**src/rtl/hazard_pkg.sv**
```systemverilog
// Shared encodings for the stall/flush controller.
// FSM states track a multi-cycle mul/div occupying EX.
package hazard_pkg;

  typedef enum logic [1:0] {
    S_RUN     = 2'd0,
    S_MD_BUSY = 2'd1,
    S_MD_DONE = 2'd2
  } md_state_e;

  localparam int REG_ZERO = 0;

endpackage

```
**src/rtl/hazard_reg_match.sv**
```systemverilog
// Flags when an ID operand that is actually read names a
// non-zero destination register.
module hazard_reg_match
  import hazard_pkg::*;
#(
  parameter int REG_W = 32
) (
  input  logic [REG_W-1:0] rs_i,
  input  logic [REG_W-1:0] rt_i,
  input  logic             uses_rs_i,
  input  logic             uses_rt_i,
  input  logic [REG_W-1:0] dst_i,
  output logic             hit_o
);

  logic dst_nz;
  logic rs_hit;
  logic rt_hit;

  assign dst_nz = (dst_i != REG_W'(REG_ZERO));
  assign rs_hit = uses_rs_i && (rs_i == dst_i);
  assign rt_hit = uses_rt_i && (rt_i == dst_i);
  assign hit_o  = dst_nz && (rs_hit || rt_hit);

endmodule

```
**src/rtl/hazard_stall_unit.sv**
```systemverilog
// Stall/flush control for hazards forwarding cannot resolve:
// load-use, ID-stage branch operands and multi-cycle mul/div.
module hazard_stall_unit
  import hazard_pkg::*;
#(
  parameter int REG_W      = 32,
  parameter int MULDIV_LAT = 4,
  parameter int CNT_W      = 32
) (
  input  logic             Clk,
  input  logic             Reset,
  input  logic [REG_W-1:0] IFID_RegisterRs,
  input  logic [REG_W-1:0] IFID_RegisterRt,
  input  logic             ID_UsesRs,
  input  logic             ID_UsesRt,
  input  logic             ID_Branch,
  input  logic             Branch_Taken,
  input  logic             IDEX_MemRead,
  input  logic             IDEX_RegWrite,
  input  logic [REG_W-1:0] IDEX_RegDst,
  input  logic             IDEX_MulDiv,
  input  logic             EXMEM_MemRead,
  input  logic [REG_W-1:0] EXMEM_RegDst,
  output logic             PC_Write,
  output logic             IFID_Write,
  output logic             IFID_Flush,
  output logic             IDEX_Write,
  output logic             IDEX_Bubble,
  output logic             EXMEM_Bubble,
  output logic             Busy,
  output logic [CNT_W-1:0] Stall_Count
);

  localparam int MDW =
    (MULDIV_LAT > 2) ? $clog2(MULDIV_LAT) : 1;
  localparam int MD_INIT =
    (MULDIV_LAT >= 2) ? MULDIV_LAT - 2 : 0;
  localparam bit MD_EN = (MULDIV_LAT >= 2);

  logic hit_ex;
  logic hit_ex_ld;
  logic hit_mem;

  hazard_reg_match #(.REG_W(REG_W)) u_match_ld (
    .rs_i      (IFID_RegisterRs),
    .rt_i      (IFID_RegisterRt),
    .uses_rs_i (ID_UsesRs),
    .uses_rt_i (ID_UsesRt),
    .dst_i     (IDEX_RegDst),
    .hit_o     (hit_ex_ld)
  );

  hazard_reg_match #(.REG_W(REG_W)) u_match_ex (
    .rs_i      (IFID_RegisterRs),
    .rt_i      (IFID_RegisterRt),
    .uses_rs_i (ID_UsesRs),
    .uses_rt_i (ID_UsesRt),
    .dst_i     (IDEX_RegDst),
    .hit_o     (hit_ex)
  );

  hazard_reg_match #(.REG_W(REG_W)) u_match_mem (
    .rs_i      (IFID_RegisterRs),
    .rt_i      (IFID_RegisterRt),
    .uses_rs_i (ID_UsesRs),
    .uses_rt_i (ID_UsesRt),
    .dst_i     (EXMEM_RegDst),
    .hit_o     (hit_mem)
  );

  logic load_use;
  logic br_stall;
  logic id_stall;
  logic md_stall;

  assign load_use = IDEX_MemRead && hit_ex_ld;
  // A load feeding a branch matches in EX, then in MEM: two stalls.
  assign br_stall = ID_Branch &&
                    ((IDEX_RegWrite && hit_ex) ||
                     (EXMEM_MemRead && hit_mem));
  assign id_stall = load_use || br_stall;

  md_state_e       state_q, state_d;
  logic [MDW-1:0]  md_cnt_q, md_cnt_d;
  logic [CNT_W-1:0] cnt_q, cnt_d;

  always_comb begin
    state_d  = state_q;
    md_cnt_d = md_cnt_q;
    md_stall = 1'b0;
    unique case (state_q)
      S_RUN: begin
        if (IDEX_MulDiv && MD_EN) begin
          md_stall = 1'b1;
          md_cnt_d = MDW'(MD_INIT);
          state_d  = (MULDIV_LAT == 2) ? S_MD_DONE : S_MD_BUSY;
        end
      end
      S_MD_BUSY: begin
        md_stall = 1'b1;
        md_cnt_d = md_cnt_q - MDW'(1);
        if (md_cnt_q == MDW'(1))
          state_d = S_MD_DONE;
      end
      S_MD_DONE: state_d = S_RUN;
      default:   state_d = S_RUN;
    endcase
  end

  always_comb begin
    cnt_d = cnt_q;
    if ((id_stall || md_stall) && (cnt_q != '1))
      cnt_d = cnt_q + CNT_W'(1);
  end

  always_ff @(posedge Clk) begin
    if (Reset) begin
      state_q  <= S_RUN;
      md_cnt_q <= '0;
      cnt_q    <= '0;
    end else begin
      state_q  <= state_d;
      md_cnt_q <= md_cnt_d;
      cnt_q    <= cnt_d;
    end
  end

  always_comb begin
    PC_Write     = 1'b1;
    IFID_Write   = 1'b1;
    IFID_Flush   = 1'b0;
    IDEX_Write   = 1'b1;
    IDEX_Bubble  = 1'b0;
    EXMEM_Bubble = 1'b0;
    Busy         = 1'b0;
    if (!Reset) begin
      Busy = (state_q != S_RUN);
      // Mul/div freezes ID/EX outright, so it beats a bubble.
      if (md_stall) begin
        PC_Write     = 1'b0;
        IFID_Write   = 1'b0;
        IDEX_Write   = 1'b0;
        EXMEM_Bubble = 1'b1;
      end else if (id_stall) begin
        PC_Write    = 1'b0;
        IFID_Write  = 1'b0;
        IDEX_Bubble = 1'b1;
      end else begin
        IFID_Flush = Branch_Taken;
      end
    end
  end

  assign Stall_Count = cnt_q;

endmodule

```
**config.mk**
```make
export PLATFORM = sky130hd
export DESIGN_NAME = hazard_stall_unit
export DESIGN_NICKNAME = d
export VERILOG_FILES = /design/src/rtl/hazard_pkg.sv /design/src/rtl/hazard_reg_match.sv /design/src/rtl/hazard_stall_unit.sv
export SDC_FILE = /design/constraint.sdc
export NUM_CORES = 1
export LEC_CHECK = 0
export CORE_MARGIN = 2
export CORE_UTILIZATION = 46
export DETAILED_ROUTE_END_ITERATION = 10
export PLACE_DENSITY = 0.83
export SLEW_MARGIN = 10
export SYNTH_ARGS = -nofsm -noshare
export SYNTH_HDL_FRONTEND = slang
export SYNTH_SLANG_ARGS = --single-unit
```
**constraint.sdc**
```tcl
create_clock -name Clk -period 13.3 [get_ports Clk]
set_input_delay 3.99 -clock Clk [delete_from_list [all_inputs] [get_ports Clk]]
set_output_delay 3.99 -clock Clk [all_outputs]
set_load 0.05 [all_outputs]
```
* Word-level counts from Yosys, hierarchy flattened
Cells that the tools add are included.
** Cells by class
- Add/sub/neg operators :: 2
- Equality and inequality tests :: 9
- Mux-type cells :: 21
- Reductions and logical operators :: 23
** Operators by type and width (number)
- 32-bit == test :: 4
- 32-bit nonzero test :: 2
- 32-bit by 1-bit adder with 32-bit output, second input constant :: 1
- 32-bit inequality test, second input constant :: 1
- 1-bit two-way mux :: 15
- 1-bit logical AND :: 11
- 2-bit case mux with 2 select lines :: 2
- 2-bit two-way mux :: 3
- 1-bit logical OR :: 5
- 2-bit by 1-bit == test with 1-bit output, second input constant :: 2
- 2-bit inequality test, second input constant :: 2
- 2-bit AND reduction :: 2
- 2-bit nonzero test :: 2
- 2-bit zero test :: 1
- 1-bit case mux with 2 select lines :: 1
- 2-bit by 1-bit subtractor with 2-bit output, second input constant :: 1
** Word-level totals
- Register bits :: 36
- Input bits :: 138
- Output and inout bits :: 39

* Longest topological paths before layout
Gate-level depths: netlist (run 1).
- Word-level depth :: 11
- Mapped depth :: 10
- Mapped depth without buffers :: 8

* Hierarchy
From an unflattened synthesis (run 1), not the netlist that was laid out.
** Second synthesis, totals
- Cell total of the unflattened synthesis :: 522
- Area total of the unflattened synthesis :: 4217.8 um^2
** By module, submodules not included
- hazard_reg_match :: instances 3, cells each 97, area an instance 769.5 um^2, sequential area each 0.0 um^2
- hazard_stall_unit :: instances 1, cells each 231, area an instance 1909.3 um^2, sequential area each 720.7 um^2

* Least setup slack after synthesis (run 1)
OpenSTA, ideal clock, no wires.
- Path type :: in2out
- From :: input port IDEX_RegDst[24]
- To :: output port IFID_Flush
- Arrival time :: 6.853 ns
- Data required time :: 9.310 ns
- Setup slack :: 2.457 ns
- Stages :: 6
- Path through :: nor4_1 -> nand4_1 -> o21ai_2 -> nor4_1 -> or4_4 -> nor4b_1
** On the way
- Word-level cells in the longest chain between the ends :: 11
** RTL lines
- from (decl) :: RTL line hazard_stall_unit.sv:20 : input logic [REG_W-1:0] IDEX_RegDst,
- 32-bit == test (on tied branches) :: RTL line hazard_reg_match.sv:21, hazard_reg_match.sv:22
- 1-bit logical AND (on tied branches) :: RTL line hazard_reg_match.sv:21, hazard_reg_match.sv:22
- 1-bit logical OR :: RTL line hazard_reg_match.sv:23 : assign hit_o = dst_nz && (rs_hit || rt_hit);
- 1-bit logical AND (*) :: RTL line hazard_reg_match.sv:23
- 1-bit logical AND :: RTL line hazard_stall_unit.sv:79 : ((IDEX_RegWrite && hit_ex) ||
- 1-bit logical OR :: RTL line hazard_stall_unit.sv:79
- 1-bit logical AND :: RTL line hazard_stall_unit.sv:78 : assign br_stall = ID_Branch &&
- 1-bit logical OR (*) :: RTL line hazard_stall_unit.sv:81 : assign id_stall = load_use || br_stall;
- 1-bit two-way mux (*) :: RTL line hazard_stall_unit.sv:144 : end else if (id_stall) begin
- 1-bit two-way mux (*) :: RTL line hazard_stall_unit.sv:139 : if (md_stall) begin
- 1-bit two-way mux (*) :: RTL line hazard_stall_unit.sv:136 : if (!Reset) begin
- to (decl) :: RTL line hazard_stall_unit.sv:26 : output logic IFID_Flush,
Every way passes the cells marked *; elsewhere a longest branch is shown, timed or not.

* Worst setup path in the final report (run 1)
- From :: input port IDEX_RegDst[17]
- To :: output port IFID_Write
** On the way
- Word-level cells in the longest chain between the ends :: 11
** RTL lines
- 32-bit == test (on tied branches) :: RTL line hazard_reg_match.sv:21, hazard_reg_match.sv:22
- 1-bit logical AND (on tied branches) :: RTL line hazard_reg_match.sv:21, hazard_reg_match.sv:22
- 1-bit logical OR :: RTL line hazard_reg_match.sv:23
- 1-bit logical AND (*) :: RTL line hazard_reg_match.sv:23
- 1-bit logical AND :: RTL line hazard_stall_unit.sv:79
- 1-bit logical OR :: RTL line hazard_stall_unit.sv:79
- 1-bit logical AND :: RTL line hazard_stall_unit.sv:78
- 1-bit logical OR (*) :: RTL line hazard_stall_unit.sv:81
- 1-bit two-way mux (*) :: RTL line hazard_stall_unit.sv:144
- 1-bit two-way mux (*) :: RTL line hazard_stall_unit.sv:139
- 1-bit two-way mux (*) :: RTL line hazard_stall_unit.sv:136
- to (decl) :: RTL line hazard_stall_unit.sv:25 : output logic IFID_Write,
Marks and branches as above.

==> results.json, run 1 <==
{
  "switching_power_uw": 125,
  "routed_wl_um": 16700,
  "rsz0062_at_grt": "no",
  "synthArstFlopShare_pct": 0,
  "place_area_um2": 5730,
  "yosys.area_share.xor_xnor_pct": 29.3,
  "die_h_um": 96.3,
  "maxCapViolCount": 0,
  "max_freq_mhz": 83.6,
  "numCtsBuffers": 5,
  "power.total_uw": 345,
  "drc_errors": 0,
  "post_drt_via_cell_ratio": 6.22,
  "layout_commonest_cell": "clkdlybuf4s50_1",
  "pin_count": 177,
  "cp-startpoint": "IDEX_RegDst[17]",
  "grt-ovfl-total": 0,
  "status": "completed",
  "syn_inst": 492,
  "power.leakage_uw": 0.00194,
  "ys_seq_area_share_pct": 18.4,
  "min_from": "md_cnt_q[1]",
  "pwr-share-seq_pct": 32.4,
  "finalCritPeriodShare_pct": 90.0,
  "synth_top_area_share_pct": 22.3,
  "core_area_um2": 8260,
  "dieArea_um2": 9280,
  "clockPowerShare_pct": 24.2,
  "yosys_register_bits": 36,
  "timing.hold.ws_ns": 0.484,
  "mappedNetlistArea_um2": 3920,
  "design_area_um2": 5820,
  "combPwrFrac_pct": 43.4,
  "grt_pass1_wl_um": 25100,
  "h-tree-depth": 2,
  "dpl.hpwl_um": 14400,
  "synth.net_count": 632,
  "vias": 4755,
  "synth-edff-count": 0,
  "antenna_found_initial": 0,
  "drt_first_pass_iters": 5,
  "diodes": 0,
  "cts-root-buf": "clkbuf_8",
  "drt_iter0_markers": 396,
  "port_buffers": 176,
  "routedWlPerCell_um": 21.8,
  "fin_nets": 799,
  "grt_max_degree": 51,
  "utilization_pct": 70.5,
  "gp_congestion": 1.14,
  "ant_nets": 0,
  "clock-sinks": 36,
  "path_clk_slew_ns": 0.07,
  "peakVddDrop_mv": 0.0317,
  "worst_slew_pin_slew_ns": 0.808,
  "final_layout_size_suffix_gt1_share_pct": 4.39,
  "dieWidth_um": 96.3,
  "synth_top_area_cell": "xor2_1",
  "hp-class": "flip-flop to flip-flop",
  "postCtsSetupBuffers": 0,
  "clock_latency_ns": 0.30,
  "fin_setup_tns_ns": 0,
  "ctsHoldBuffers": 0,
  "row_count": 33,
  "fill_cells": 658,
  "grt_use_met1_pct": 45.5,
  "cts_tree": "built",
  "yosys.area_share.adder_pct": 0.638,
  "post_cts_resize_count": 0,
  "worstPathRequired_ns": 9.31,
  "synth_top_family_by_area": "simple AND/OR/NAND/NOR gates",
  "crit_arrival_ns": 7.98,
  "mostFrequentLayoutCells": "clkdlybuf4s50_1 (176), xor2_1 (100), nor4_1 (43)",
  "synth-simple-area-share_pct": 36.2,
  "drv_slew": 0,
  "worst_setup_path_start_kind": "input pin",
  "clock_path_buffers": 2,
  "yosys_warnings": 0,
  "finalSetupViolCount": 0,
  "critical_path_class": "input pin to output pin",
  "p_int_uw": 220,
  "relSlewSlack_pct": 45.7,
  "initial_utilization_pct": 47.5,
  "syn_to_final_growth_pct": 48.6,
  "met3_usage_pct": 7.36,
  "critPathMaxFanout": 50,
  "final-hold-violation-count": 0,
  "finalClockSkew_ns": 0.0109,
  "grt.total_usage_pct": 36.4,
  "synth.area.top_cells": "xor2_1 (22%), dfxtp_1 (18%), xnor2_1 (6.9%)",
  "synthMuxAreaShare_pct": 2.62,
  "use_met2_pct": 60.8,
  "syn_area_per_cell_um2": 7.97,
  "synth-main-ff-cell": "dfxtp_1",
  "r2r-start": "Stall_Count[0]",
  "grt_pass1_vias": 4627,
  "synth_compound_area_share_pct": 9.80,
  "p_per_area_nw_per_um2": 59.2,
  "ys_types": 50,
  "grt-busiest-layer": "met2",
  "swShare_pct": 36.1,
  "period_minus_slack_ns": 11.97,
  "cp-end-kind": "output pin"
}
## final timing paths
path                          end  slack (ns)  depth (start not counted)
setup / recovery       IFID_Write        1.33                         10
hold / removal        md_cnt_q[1]        0.48                          2
setup reg to reg  Stall_Count[12]       10.40                          7
hold reg to reg       md_cnt_q[1]        0.48                          2
## routing by layer
| metal | wire [um] | vias up |
|---|---|---|
| li1 | - | 2184 |
| met1 | 6670 | 2242 |
| met2 | 7860 | 272 |
| met3 | 1430 | 57 |
| met4 | 737 | 0 |
| met5 | 0 | - |
## flip-flops by register name (all words and copies together) (netlist names)
name         flops
Stall_Count     32
md_cnt_q         2
state_q          2
## metrics by stage
stage	instances	setup slack (ns)
6_report	765	1.33
5_1_grt	765	1.28
4_1_cts	765	1.45
3_5_place_dp	757	1.44
3_3_place_gp	757	1.31
2_1_floorplan	492	2.46
## cell usage after synthesis, types with 4 or more instances
library cell and instances:
o21ai_0 4, nor4b_1 6, nor3_1 18, o31ai_1 20
a21oi_1 23, nor2_1 27, or3_1 4, inv_1 4
nor4_2 7, mux2_1 4, xor2_1 100, and3_1 4
nand2_1 22, nand3_1 25, xnor2_1 31, and3b_1 4
and2_1 4, clkbuf_1 11, nand4_1 21, and4_1 5
nor2b_1 8, or4_1 19, dfxtp_1 36, nor4_1 43
## critical path: stages
cell and delay [ns]:
clkdlybuf4s50_1 0.51, nor4_1 0.75, nand4_1 0.23, o21ai_2 0.30, nor4_1 0.11, or4_4 0.57
nor2_4 0.09, buf_4 0.39, or2_2 0.20, clkdlybuf4s50_1 0.80
## power by group through the flow
stage / clock network (uW) / registers, uW / logic [uW]
floorplan: 0 / 117 / 60.8
global placement: 0 / 114 / 146
detailed placement: 0 / 114 / 146
CTS: 83.1 / 112 / 147
global route: 86.9 / 112 / 157
finish: 83.3 / 112 / 150
## cell families after synthesis
logic type | count (synthesis)
and+or+nand+nor | 233
buffers and inverters | 23
muxes | 9
DFF | 36
xor gates and xnor gates | 131
adders and majority gates | 2
AOI/OAI and AO/OA | 58
## area by class of cell
cell class | instances | area, um2 | area share, %
clock buffers | 7 | 86.3 | 1.48
well taps | 105 | 131 | 2.26
inverters | 4 | 15.0 | 0.258
clock inverters | 1 | 7.51 | 0.129
flip-flops and latches | 36 | 721 | 12.4
repair buffers | 179 | 1780 | 30.6
multi-input cells | 433 | 3080 | 52.9
Power figures use the tool's default switching activity.
==> run 2, diff against run 1 <==
--- a/config.mk
+++ b/config.mk
@@ -5,8 +5,9 @@
 export SDC_FILE = /design/constraint.sdc
 export NUM_CORES = 1
 export LEC_CHECK = 0
+export ABC_AREA = 1
 export CORE_MARGIN = 2
-export CORE_UTILIZATION = 46
+export CORE_UTILIZATION = 48
 export DETAILED_ROUTE_END_ITERATION = 10
 export PLACE_DENSITY = 0.83
 export SLEW_MARGIN = 10
==> run 2 against run 1 <==
Compared with the run above:
- global-route usage decreased by 0.30 points
- clock power down 0.5%
- maximum frequency up 9.1%
- via count grew 28%
- clock skew decreased by 0.0054 ns
- cell count increased by 50%
- sequential share of layout area decreased by 1.1 points
- critical endpoint unchanged
==> results.json, run 2 <==
{
  "antenna_found_initial": 0,
  "power.total_uw": 356,
  "path_clk_slew_ns": 0.07,
  "fin_setup_tns_ns": 0,
  "synthArstFlopShare_pct": 0,
  "max_freq_mhz": 91.2,
  "synth-edff-count": 0,
  "reg2reg_depth": 12,
  "dieWidth_um": 100,
  "ant_nets": 0,
  "r2r_end": "Stall_Count[29]",
  "grt.total_usage_pct": 36.1,
  "core_area_um2": 9110,
  "finalWorstSetupSlack_ns": 2.33,
  "largest_reg_flops": 32,
  "path_buf_inv": 3,
  "clock-sinks": 36,
  "finalClockSkew_ns": 0.00555,
  "post_drt_via_cell_ratio": 5.31,
  "rsz0062_at_grt": "no",
  "fill_cells": 879,
  "finalCritPeriodShare_pct": 82.5,
  "cpMostUsedCell": "nand2_1",
  "routedWlPerCell_um": 15.8,
  "syn_area_per_cell_um2": 5.12,
  "cp-end-kind": "output pin",
  "power.leakage_uw": 0.00315,
  "grt_max_degree": 62,
  "fin_nets": 1178,
  "drc_errors": 0,
  "period_minus_slack_ns": 10.97,
  "postCtsSetupBuffers": 0,
  "hold_path_depth": 1,
  "synth_top_area_cell": "nand2_1",
  "yosys_register_bits": 36,
  "worst_slew_pin_slew_ns": 0.972,
  "dieArea_um2": 10000,
  "synth.net_count": 1007,
  "drv_slew": 0,
  "port_buffers": 176,
  "p_per_area_nw_per_um2": 55.9,
  "post_cts_resize_count": 0,
  "max_stage_delay_ns": 0.75,
  "synth_most_common_cell": "nand2_1",
  "cts_tree": "built",
  "cts-root-buf": "clkbuf_8",
  "finalSetupViolCount": 0,
  "critPathTopFamily": "buffers and inverters",
  "synth.area.top_cells": "nand2_1 (27%), dfxtp_1 (16%), inv_1 (13%)",
  "ys_types": 36,
  "diodes": 0,
  "place_ws_ns": 2.37,
  "drt_first_pass_iters": 5,
  "r2r-start": "Stall_Count[0]",
  "routed_wl_um": 18200,
  "timing.reg2reg.setup_slack_ns": 10.81,
  "h-tree-depth": 2,
  "final_layout_size_suffix_gt1_share_pct": 3.85,
  "hold_end": "md_cnt_q[0]",
  "ys_seq_area_share_pct": 16.2,
  "cpMaxStageDelayCell": "clkdlybuf4s50_1",
  "die_h_um": 100,
  "mostFrequentLayoutCells": "nand2_1 (315), clkdlybuf4s50_1 (176), inv_1 (159)",
  "hp-class": "flip-flop to flip-flop",
  "drt_iter0_markers": 457,
  "synth-main-ff-cell": "dfxtp_1",
  "grt-ovfl-total": 0,
  "peakVddDrop_mv": 0.0361,
  "crit_chain": "clkdlybuf4s50_1 > xnor2_1 > nand2_1 > nor2_1 > nand2_1 > nor2_1 > nand3_1 > nand2_1 > nand2_1 > nand3_2 > buf_4 > nand2_1 > clkdlybuf4s50_1",
  "row_count": 35,
  "initial_utilization_pct": 48.7,
  "final-hold-violation-count": 0,
  "critPathMaxFanout": 61,
  "yosys-top-cells-count": "nand2_1 (315), inv_1 (159), nor2_1 (119)",
  "maxCapViolCount": 0,
  "clock_latency_ns": 0.29,
  "yosys_warnings": 0,
  "status": "completed",
  "worstPathRequired_ns": 9.31,
  "vias": 6104,
  "grt_pass1_wl_um": 28000,
  "syn_to_final_growth_pct": 43.5,
  "clock_path_buffers": 2,
  "grt_pass1_vias": 5667,
  "numCtsBuffers": 5,
  "dpl.hpwl_um": 15600,
  "synth_top_area_share_pct": 26.6,
  "pin_count": 177,
  "layout_commonest_cell": "nand2_1",
  "min_from": "md_cnt_q[0]",
  "crit_arrival_ns": 6.98,
  "critical_path_class": "input pin to output pin",
  "mappedNetlistArea_um2": 4440,
  "gp_congestion": 1.15,
  "ctsHoldBuffers": 0,
  "syn_inst": 867,
  "relSlewSlack_pct": 35.2,
  "worst_setup_path_start_kind": "input pin"
}
run 2: cell types whose count changed in the layout (fill, tap and decap cells not counted), moves of 16 or more:
cell	change
nand2_1	+293
inv_1	+155
xor2_1	-98
nor2_1	+93
nor4_1	-32
o31ai_1	-20
or4_1	-19
nand3_1	+17
inv_2	+16
run 2: metrics by stage:
stage / hold WS, ns / utilization, % / std cells / instance area, um2
after floorplan: 0.428 / - / 867 / 4440
after global placement: 0.448 / 68.9 / 1142 / 6270
after detailed placement: 0.466 / 68.9 / 1142 / 6270
after CTS: 0.476 / 69.9 / 1150 / 6370
after global routing: 0.525 / 69.9 / 1150 / 6370
final: 0.484 / 69.9 / 1150 / 6370
run 2: layout make-up:
type | instances | area, um2 | share of cell area, %
timing repair buffer | 177 | 1770 | 27.8
clock inverter | 1 | 7.51 | 0.118
inverter | 176 | 661 | 10.4
sequential | 36 | 721 | 11.3
tap | 111 | 139 | 2.18
multi-input combinational | 642 | 2980 | 46.9
clock buffer | 7 | 86.3 | 1.36
run 2: report_power, final:
part           switching, uW  internal [uW]
sequential              3.17            110
clock                   40.8           42.1
combinational           89.9           69.8
run 2: cells by family after synthesis:
logic type / after synthesis / synth area share [%]
fa+ha+maj: 2 / 0.564
flops: 36 / 16.2
simple gates: 550 / 53.3
xor+xnor: 31 / 6.12
compound gates: 59 / 7.28
buf+inv: 189 / 16.5
run 2: how the worst max path moves through the flow:
stage,cells past startpoint,slack (ns),end,start
2_1_floorplan,8,3.30,IFID_Flush,IDEX_RegDst[9]
3_3_place_gp,10,2.42,IFID_Flush,IDEX_RegDst[9]
3_5_place_dp,10,2.37,IFID_Flush,IDEX_RegDst[9]
4_1_cts,10,2.38,IFID_Flush,IDEX_RegDst[9]
5_1_grt,16,2.21,IFID_Write,IDEX_RegDst[9]
6_report,13,2.33,IFID_Write,IDEX_RegDst[31]
run 2: per-layer routing:
layer | part of all wire (%) | GRT usage, %
met5 | 0 | 0
met4 | 6.1 | 20.2
met3 | 9.5 | 5.64
met2 | 47 | 63.1
met1 | 37 | 41.9
